[src/rtl/mem_port_arbiter_pkg.sv]
// Shared constants for the unified memory port arbiter: FSM state
// encodings, the last-grant marker and the arbitration decision helper.
package mem_port_arbiter_pkg;

    // Arbiter FSM state encodings
    localparam logic [1:0] ARB_IDLE    = 2'd0;
    localparam logic [1:0] ARB_GRANT_I = 2'd1;
    localparam logic [1:0] ARB_GRANT_D = 2'd2;

    // Values of the `last` register (most recent grant)
    localparam logic LAST_I = 1'b0;
    localparam logic LAST_D = 1'b1;

    // Choose the next grant from IDLE. A lone requester wins outright;
    // on a conflict the side that was not granted last time wins.
    function automatic logic [1:0] arb_pick(input logic istb,
                                            input logic dstb,
                                            input logic last);
        logic [1:0] pick;
        pick = ARB_IDLE;
        if (istb && dstb) begin
            pick = (last == LAST_I) ? ARB_GRANT_D : ARB_GRANT_I;
        end else if (istb) begin
            pick = ARB_GRANT_I;
        end else if (dstb) begin
            pick = ARB_GRANT_D;
        end
        return pick;
    endfunction

endpackage

[src/rtl/mem_arb_timer.sv]
// Bus watchdog for the memory port arbiter. Counts grant cycles without an
// acknowledge and flags expiry once the count reaches TIMEOUT. With
// TIMEOUT=0 the watchdog is disabled and expired never rises.
module mem_arb_timer #(
    parameter int TIMEOUT = 255
) (
    input  logic clk,
    input  logic rst,
    input  logic clear,
    input  logic enable,
    output logic expired
);

    localparam int CW = (TIMEOUT < 2) ? 1 : $clog2(TIMEOUT + 1);
    localparam logic [CW-1:0] LIMIT = CW'(TIMEOUT);

    logic [CW-1:0] cnt;

    // Wait counter: cleared while idle, saturates at LIMIT during a grant
    always_ff @(posedge clk) begin
        if (rst || clear) begin
            cnt <= '0;
        end else if (enable && (cnt != LIMIT)) begin
            cnt <= cnt + 1'b1;
        end
    end

    assign expired = (TIMEOUT != 0) && (cnt == LIMIT);

endmodule

[src/rtl/mem_port_arbiter.sv]
// Arbitrates the single unified memory port between instruction fetch (I)
// and data access (D). Round-robin on conflicts, one transaction per grant,
// mandatory IDLE cycle between grants, and a watchdog that completes a
// stalled transaction with an error flag instead of hanging the pipeline.
module mem_port_arbiter
    import mem_port_arbiter_pkg::*;
#(
    parameter int AW      = 32,
    parameter int DW      = 32,
    parameter int TIMEOUT = 255
) (
    input  logic            clk,
    input  logic            rst,

    input  logic            i_Istb,
    input  logic [AW-1:0]   i_Iaddr,
    output logic            o_Iack,
    output logic [DW-1:0]   o_Idata,
    output logic            o_Ierr,

    input  logic            i_Dstb,
    input  logic            i_Dwe,
    input  logic [AW-1:0]   i_Daddr,
    input  logic [DW-1:0]   i_Dwdata,
    input  logic [DW/8-1:0] i_Dsel,
    output logic            o_Dack,
    output logic [DW-1:0]   o_Ddata,
    output logic            o_Derr,

    output logic            o_mem_stb,
    output logic            o_mem_we,
    output logic [AW-1:0]   o_mem_addr,
    output logic [DW-1:0]   o_mem_wdata,
    output logic [DW/8-1:0] o_mem_sel,
    input  logic            i_mem_ack,
    input  logic [DW-1:0]   i_mem_rdata
);

    logic [1:0] state;
    logic       last;
    logic [1:0] pick;
    logic       launch;
    logic       in_grant;
    logic       xact_done;
    logic       expired;
    logic       grant_i;
    logic       grant_d;

    assign pick      = arb_pick(i_Istb, i_Dstb, last);
    assign launch    = (state == ARB_IDLE) && (pick != ARB_IDLE);
    assign in_grant  = (state == ARB_GRANT_I) || (state == ARB_GRANT_D);
    assign xact_done = in_grant && (i_mem_ack || expired);

    // Responses are suppressed while reset is asserted so an aborted
    // transaction never produces an ack, even if memory answers that cycle.
    assign grant_i = (state == ARB_GRANT_I) && !rst;
    assign grant_d = (state == ARB_GRANT_D) && !rst;

    mem_arb_timer #(
        .TIMEOUT (TIMEOUT)
    ) u_timer (
        .clk     (clk),
        .rst     (rst),
        .clear   (state == ARB_IDLE),
        .enable  (in_grant && !i_mem_ack),
        .expired (expired)
    );

    // Arbitration FSM and round-robin history
    always_ff @(posedge clk) begin
        if (rst) begin
            state <= ARB_IDLE;
            last  <= LAST_I;
        end else begin
            case (state)
                ARB_IDLE: begin
                    if (pick == ARB_GRANT_I) begin
                        state <= ARB_GRANT_I;
                        last  <= LAST_I;
                    end else if (pick == ARB_GRANT_D) begin
                        state <= ARB_GRANT_D;
                        last  <= LAST_D;
                    end
                end
                ARB_GRANT_I,
                ARB_GRANT_D: begin
                    if (xact_done) begin
                        state <= ARB_IDLE;
                    end
                end
                default: state <= ARB_IDLE;
            endcase
        end
    end

    // Memory request registers: loaded once on grant entry, held constant
    // for the whole grant, strobe dropped on ack or watchdog expiry.
    always_ff @(posedge clk) begin
        if (rst) begin
            o_mem_stb   <= 1'b0;
            o_mem_we    <= 1'b0;
            o_mem_addr  <= '0;
            o_mem_wdata <= '0;
            o_mem_sel   <= '0;
        end else if (launch) begin
            o_mem_stb <= 1'b1;
            if (pick == ARB_GRANT_I) begin
                o_mem_we    <= 1'b0;
                o_mem_addr  <= i_Iaddr;
                o_mem_wdata <= '0;
                o_mem_sel   <= '1;
            end else begin
                o_mem_we    <= i_Dwe;
                o_mem_addr  <= i_Daddr;
                o_mem_wdata <= i_Dwdata;
                o_mem_sel   <= i_Dsel;
            end
        end else if (xact_done) begin
            o_mem_stb <= 1'b0;
        end
    end

    // Completion steering: a real ack wins over a simultaneous expiry;
    // the ungranted side always sees zeros.
    always_comb begin
        o_Iack  = 1'b0;
        o_Idata = '0;
        o_Ierr  = 1'b0;
        o_Dack  = 1'b0;
        o_Ddata = '0;
        o_Derr  = 1'b0;
        if (grant_i) begin
            o_Iack  = i_mem_ack || expired;
            o_Idata = i_mem_ack ? i_mem_rdata : '0;
            o_Ierr  = !i_mem_ack && expired;
        end else if (grant_d) begin
            o_Dack  = i_mem_ack || expired;
            o_Ddata = i_mem_ack ? i_mem_rdata : '0;
            o_Derr  = !i_mem_ack && expired;
        end
    end

endmodule

[config.mk]
export PLATFORM = sky130hd
export DESIGN_NAME = mem_port_arbiter
export DESIGN_NICKNAME = d
export VERILOG_FILES = /design/src/rtl/mem_port_arbiter_pkg.sv /design/src/rtl/mem_arb_timer.sv /design/src/rtl/mem_port_arbiter.sv
export SDC_FILE = /design/constraint.sdc
export NUM_CORES = 1
export LEC_CHECK = 0
export ABC_AREA = 0
export ABC_CLOCK_PERIOD_IN_PS = 2150
export BUFFER_PORTS_ARGS = -buffer_cell sky130_fd_sc_hd__buf_4
export CAP_MARGIN = 20
export CORE_AREA = 4 4 105 107
export DETAILED_ROUTE_END_ITERATION = 6
export DIE_AREA = 0 0 109 111
export PLACE_DENSITY = 0.76
export SYNTH_ARGS = -nofsm -noshare
export SYNTH_HDL_FRONTEND = slang
export SYNTH_SLANG_ARGS = --single-unit
[constraint.sdc]
create_clock -name clk -period 2.15 [get_ports clk]
set_input_delay 0.1075 -clock clk [delete_from_list [all_inputs] [get_ports clk]]
set_output_delay 0.1075 -clock clk [all_outputs]
set_load 0.1 [all_outputs]
# Yosys cells after proc, flatten, opt, wreduce, memory -nomap -nowiden

Cells that the tools add are included.

Add/subtract/negate cells: 1
Eq/ne operators: 8
Multiplexer cells: 26
Reduce and logical (&&, ||, !) cells: 20

Operator list:

| kind                                                 | number |
|---|---|
| 2-to-1 mux 32 bit                                    | 6 |
| 2-to-1 mux 2 bit                                     | 7 |
| 2-to-1 mux 1 bit                                     | 11 |
| adder 8 x 1 -> 8 bit (second input constant)         | 1 |
| equality test 8 bit (second input constant)          | 1 |
| logical AND 1 bit                                    | 8 |
| != test 8 bit (second input constant)                | 1 |
| nonzero test 2 bit                                   | 3 |
| equality test 2 x 1 -> 1 bit (second input constant) | 2 |
| equality test 2 bit (second input constant)          | 2 |
| 2-to-1 mux 4 bit                                     | 1 |
| one-hot mux 2 bit (2 select lines)                   | 1 |
| AND reduction 2 bit                                  | 2 |
| logical OR 1 bit                                     | 3 |
| != test 3 bit (second input constant)                | 1 |
| logical NOT 1 bit                                    | 2 |
| logical NOT 2 bit                                    | 1 |
| != test 2 bit (second input constant)                | 1 |
| OR reduction 2 bit                                   | 1 |

Flip-flop bits (word level): 81
Bits of input ports: 138
Output and inout port bits: 138
Word-level logic and storage cells: 63

# Logic depth before layout (Yosys ltp)

Depth in word-level cells: 7
Mapped depth: 11
Mapped depth without buffers: 7

# Hierarchy

Synthesis repeated with hierarchy kept, for this count alone.

Cell total of the unflattened synthesis: 507
Area total of the unflattened synthesis: 4067.7 um^2

By module, submodules not included:

| module           | instances | cells an instance | area each (um^2) | seq. area each (um^2) |
|---|---|---|---|---|
| mem_port_arbiter | 1         | 458               | 3642.2           | 1461.4 |
| mem_arb_timer    | 1         | 49                | 425.4            | 160.2 |

# Worst setup path before layout

No wires, ideal clock.

Path kind: register to output
Start: reg state[1]
End: out o_Derr
Arrival time: 3723 ps
Required time: 2043 ps
Path slack: -1680 ps
Cell stages (with the launch flop): 6
Path buffers: 0
Cell sequence: dfxtp_1 inv_1 ha_1 inv_1 nand3_1 nor4_1

Cells in the longest elaborated chain, start to end: 4
Elaborated cells on any way between the ends: 6
Classes of those cells: eq/ne: 2; mux: 2; reduce/logical: 2

Ends and longest elaborated chain:

| what                   | line                    | source |
|---|---|---|
| from (decl)            | mem_port_arbiter.sv:39  | `logic [1:0] state;` |
| from (signal assigned) | mem_port_arbiter.sv:72  | `state <= ARB_IDLE;` |
| from (signal assigned) | mem_port_arbiter.sv:78  | `state <= ARB_GRANT_I;` |
| from (signal assigned) | mem_port_arbiter.sv:81  | `state <= ARB_GRANT_D;` |
| equality test 2 bit    | mem_port_arbiter.sv:57  | `assign grant_d = (state == ARB_GRANT_D) && !rst;` |
| logical AND 1 bit      | mem_port_arbiter.sv:57  |  |
| 2-to-1 mux 1 bit       | mem_port_arbiter.sv:136 | `end else if (grant_d) begin` |
| 2-to-1 mux 1 bit *     | mem_port_arbiter.sv:132 | `if (grant_i) begin` |
| to (decl)              | mem_port_arbiter.sv:28  | `output logic o_Derr,` |

Every way passes the cells marked *; elsewhere a longest branch is shown, timed or not.

# Final worst setup path

Start: reg u_timer.cnt[0]
End: out o_Derr

Cells in the longest elaborated chain, start to end: 4

Ends and longest elaborated chain:

| what                   | line                    | source |
|---|---|---|
| from (decl)            | mem_arb_timer.sv:17     | `logic [CW-1:0] cnt;` |
| from (signal assigned) | mem_arb_timer.sv:24     | `cnt <= cnt + 1'b1;` |
| equality test 8 bit    | mem_arb_timer.sv:28     | `assign expired = (TIMEOUT != 0) && (cnt == LIMIT);` |
| logical AND 1 bit      | mem_port_arbiter.sv:139 | `o_Derr = !i_mem_ack && expired;` |
| 2-to-1 mux 1 bit       | mem_port_arbiter.sv:136 |  |
| 2-to-1 mux 1 bit       | mem_port_arbiter.sv:132 |  |

No other way between the ends.

==> metrics.yaml <==
status: "finished clean"
initial_utilization: 0.3759
post_cts_buffers: 0
syn_avg_cell_area_sq_um: 7.177
ios: 276
worst_pin_slew_ps: 743.7
n_fill_cell: 900
finalHoldViolCount: 0
grt_use_total: 0.2186
synthTopCellsByArea: "dfxtp_1, nand2_1, nor2_1, a311oi_1, a21oi_1"
cp_slowest_cell: "dfxtp_1"
dpl_cell_area_sq_um: 6090
max-slew-margin-rel: 0.5042
crit_family: "simple AND/OR/NAND/NOR gates"
drv_cap: 0
start_kind: "flip-flop"
powerDensity_nw_per_um2: 1004
min_path_cells: 3
cts_root_buf: "clkbuf_8"
drtIter0Drc: 284
ys_seq_area_frac: 0.4255
ir_worst_vdd_mv: 0.5474
reg2reg_to: "u_timer.cnt[7]"
power_leakage_uw: 0.002858
cts_buffer_depth: 2
nNetsFinal: 923
finalWeightedCongestion: 0.8327
skew_ps: 8.044
drc: 0
cts_tree: "done"
slowest_delay_ps: 410
area_growth_pct: 64.84
final_cell_mix: "buf_4, nand2_1, dfxtp_1"
fmax_mhz: 485.9
critPathMaxFanout: 5
antenna_found_initial: 0
critPathArrivalTime_ps: 1950
worst_setup_path_end_kind: "output pin"
rows: 37
vias: 4580
dieArea_sq_um: 12100
syn_nets: 674
startpoint: "u_timer.cnt[0]"
synth_area_sq_um: 3811
grt_pass1_vias: 4498
synth_ff_type: "dfxtp_1"
worst-path-buf-inv: 1
async_flop_share: 0
ant_nets: 0
dp_hpwl_mm: 10.62
rrSetupSlack_ps: 310
fp.dieW_microns: 109
synth_cells: 531
io_buffers: 275
grt_overflow: 0
die_height_microns: 111
cts-buffers-inserted: 9
worstHoldStart: "i_Dwdata[16]"
htreeDepth: 3
grt_max_degree: 71
yosysTopAreaCell: "dfxtp_1"
yosysTopAreaCellShare: 0.4255
clk_pin_slew_ps: 80
synth_edf_count: 0
required_ps: 2040
worst_r2r_path_depth: 6
synth-warning-count: 0
synth.distinct_cells: 33
synth-seq-cells: 81
routed_via_density: 4.978
insertion_delay_ps: 340
drv_slew: 0
routed_wirelength_mm: 13.94
period_share: 0.9572
cp_cell_sequence: "ha_1 > nand4_1 > nor4_2 > buf_4"
first_pass_iters: 4
setup_viol: 0
holdPathEnd: "o_mem_wdata[16]"
final_cell_area_sq_um: 6282
grt_pass1_wl_mm: 21.40
n_antenna_cell: 0
cts.sinks: 81
wl_per_cell_microns: 15.15
mostFrequentLayoutCell: "buf_4"
period_needed_ps: 2058
final_util: 0.6196
drive_gt1_frac: 0.4719
path_class: "reg -> out"
core_sq_um: 10140
reg2reg_from: "state[1]"
hold_class: "in -> reg"
total_power_uw: 6308
==> worst min-delay path, stage by stage <==
cell and delay, ps:
buf_4 100, nand3_1 50, a21oi_1 50
==> registers in the layout, indices dropped and copies added, names as in the netlist <==
| signal | cells |
|---|---|
| o_mem_addr | 32 |
| state | 2 |
| u_timer.cnt | 8 |
| o_mem_we | 1 |
| last | 1 |
| o_mem_stb | 1 |
| o_mem_wdata | 32 |
| o_mem_sel | 4 |
==> through the flow <==
stage	setup TNS [ps]	hold WS [ps]	setup WS, ps	std cells
6_report	0	20.31	91.99	920
5_1_grt	-16.88	16.51	-16.88	920
3_3_place_gp	0	376.0	454.1	905
2_1_floorplan	-1311	259.4	-514.3	531
4_1_cts	0	5.502	51.68	920
3_5_place_dp	0	381.9	344.3	905
==> how the worst max path moves through the flow <==
stage	end	depth (start not counted)
global placement	u_timer.cnt[7]	6
detailed placement	o_mem_addr[8]	7
global route	o_Derr	4
CTS	o_Dack	7
finish	o_Derr	4
floorplan	o_Derr	5
==> report_power, final <==
group | switching [uW] | internal, uW
registers | 126 | 1740
logic | 2670 | 779
clock network | 551 | 445
total | 3340 | 2960
==> layer usage <==
| layer | routed length (microns) | track usage | vias up |
|---|---|---|---|
| li1 | - | - | 2277 |
| met1 | 5285 | 0.2474 | 2058 |
| met2 | 7038 | 0.3931 | 220 |
| met3 | 1277 | 0.04543 | 25 |
| met4 | 341 | 0.08418 | 0 |
| met5 | 0 | 0 | - |
==> Yosys cell counts (2+ instances only) <==
| cell type | count |
|---|---|
| nand2_1 | 136 |
| nor2_1 | 109 |
| dfxtp_1 | 81 |
| a21oi_1 | 40 |
| nand3_1 | 37 |
| a311oi_1 | 34 |
| clkbuf_1 | 23 |
| buf_2 | 16 |
| inv_1 | 8 |
| buf_4 | 5 |
| ha_1 | 5 |
| nand4_1 | 4 |
| o21ai_0 | 4 |
| xor2_1 | 4 |
| and2b_1 | 2 |
| nor3_1 | 2 |
| nor4_1 | 2 |
| o211ai_1 | 2 |
| o32ai_1 | 2 |
| xnor2_1 | 2 |
==> area by class of cell <==
type | count | area (sq um) | share of cell area
repair buffers | 283 | 2157 | 0.3434
clock inverters | 4 | 30.03 | 0.004780
well taps | 136 | 170.2 | 0.02709
inverters | 9 | 33.78 | 0.005377
flip-flops and latches | 81 | 1622 | 0.2581
clock buffers | 11 | 141.4 | 0.02251
multi-input cells | 396 | 2128 | 0.3388
==> logic make-up (layout without fill, tap and decap cells) <==
logic type	after synthesis	in the layout	share of synthesized area
simple gates	297	297	0.3165
fa+ha+maj	5	5	0.01641
flops	81	81	0.4255
buf+inv	54	307	0.06533
compound gates	88	88	0.1625
xor+xnor	6	6	0.01379
==> timing repair <==
item                                    CTS  global route
endpoints found under the setup margin    0             2
gates resized for setup                   0             5
hold buffers                              0             0
No activity file was read; power rests on OpenSTA's default activity.
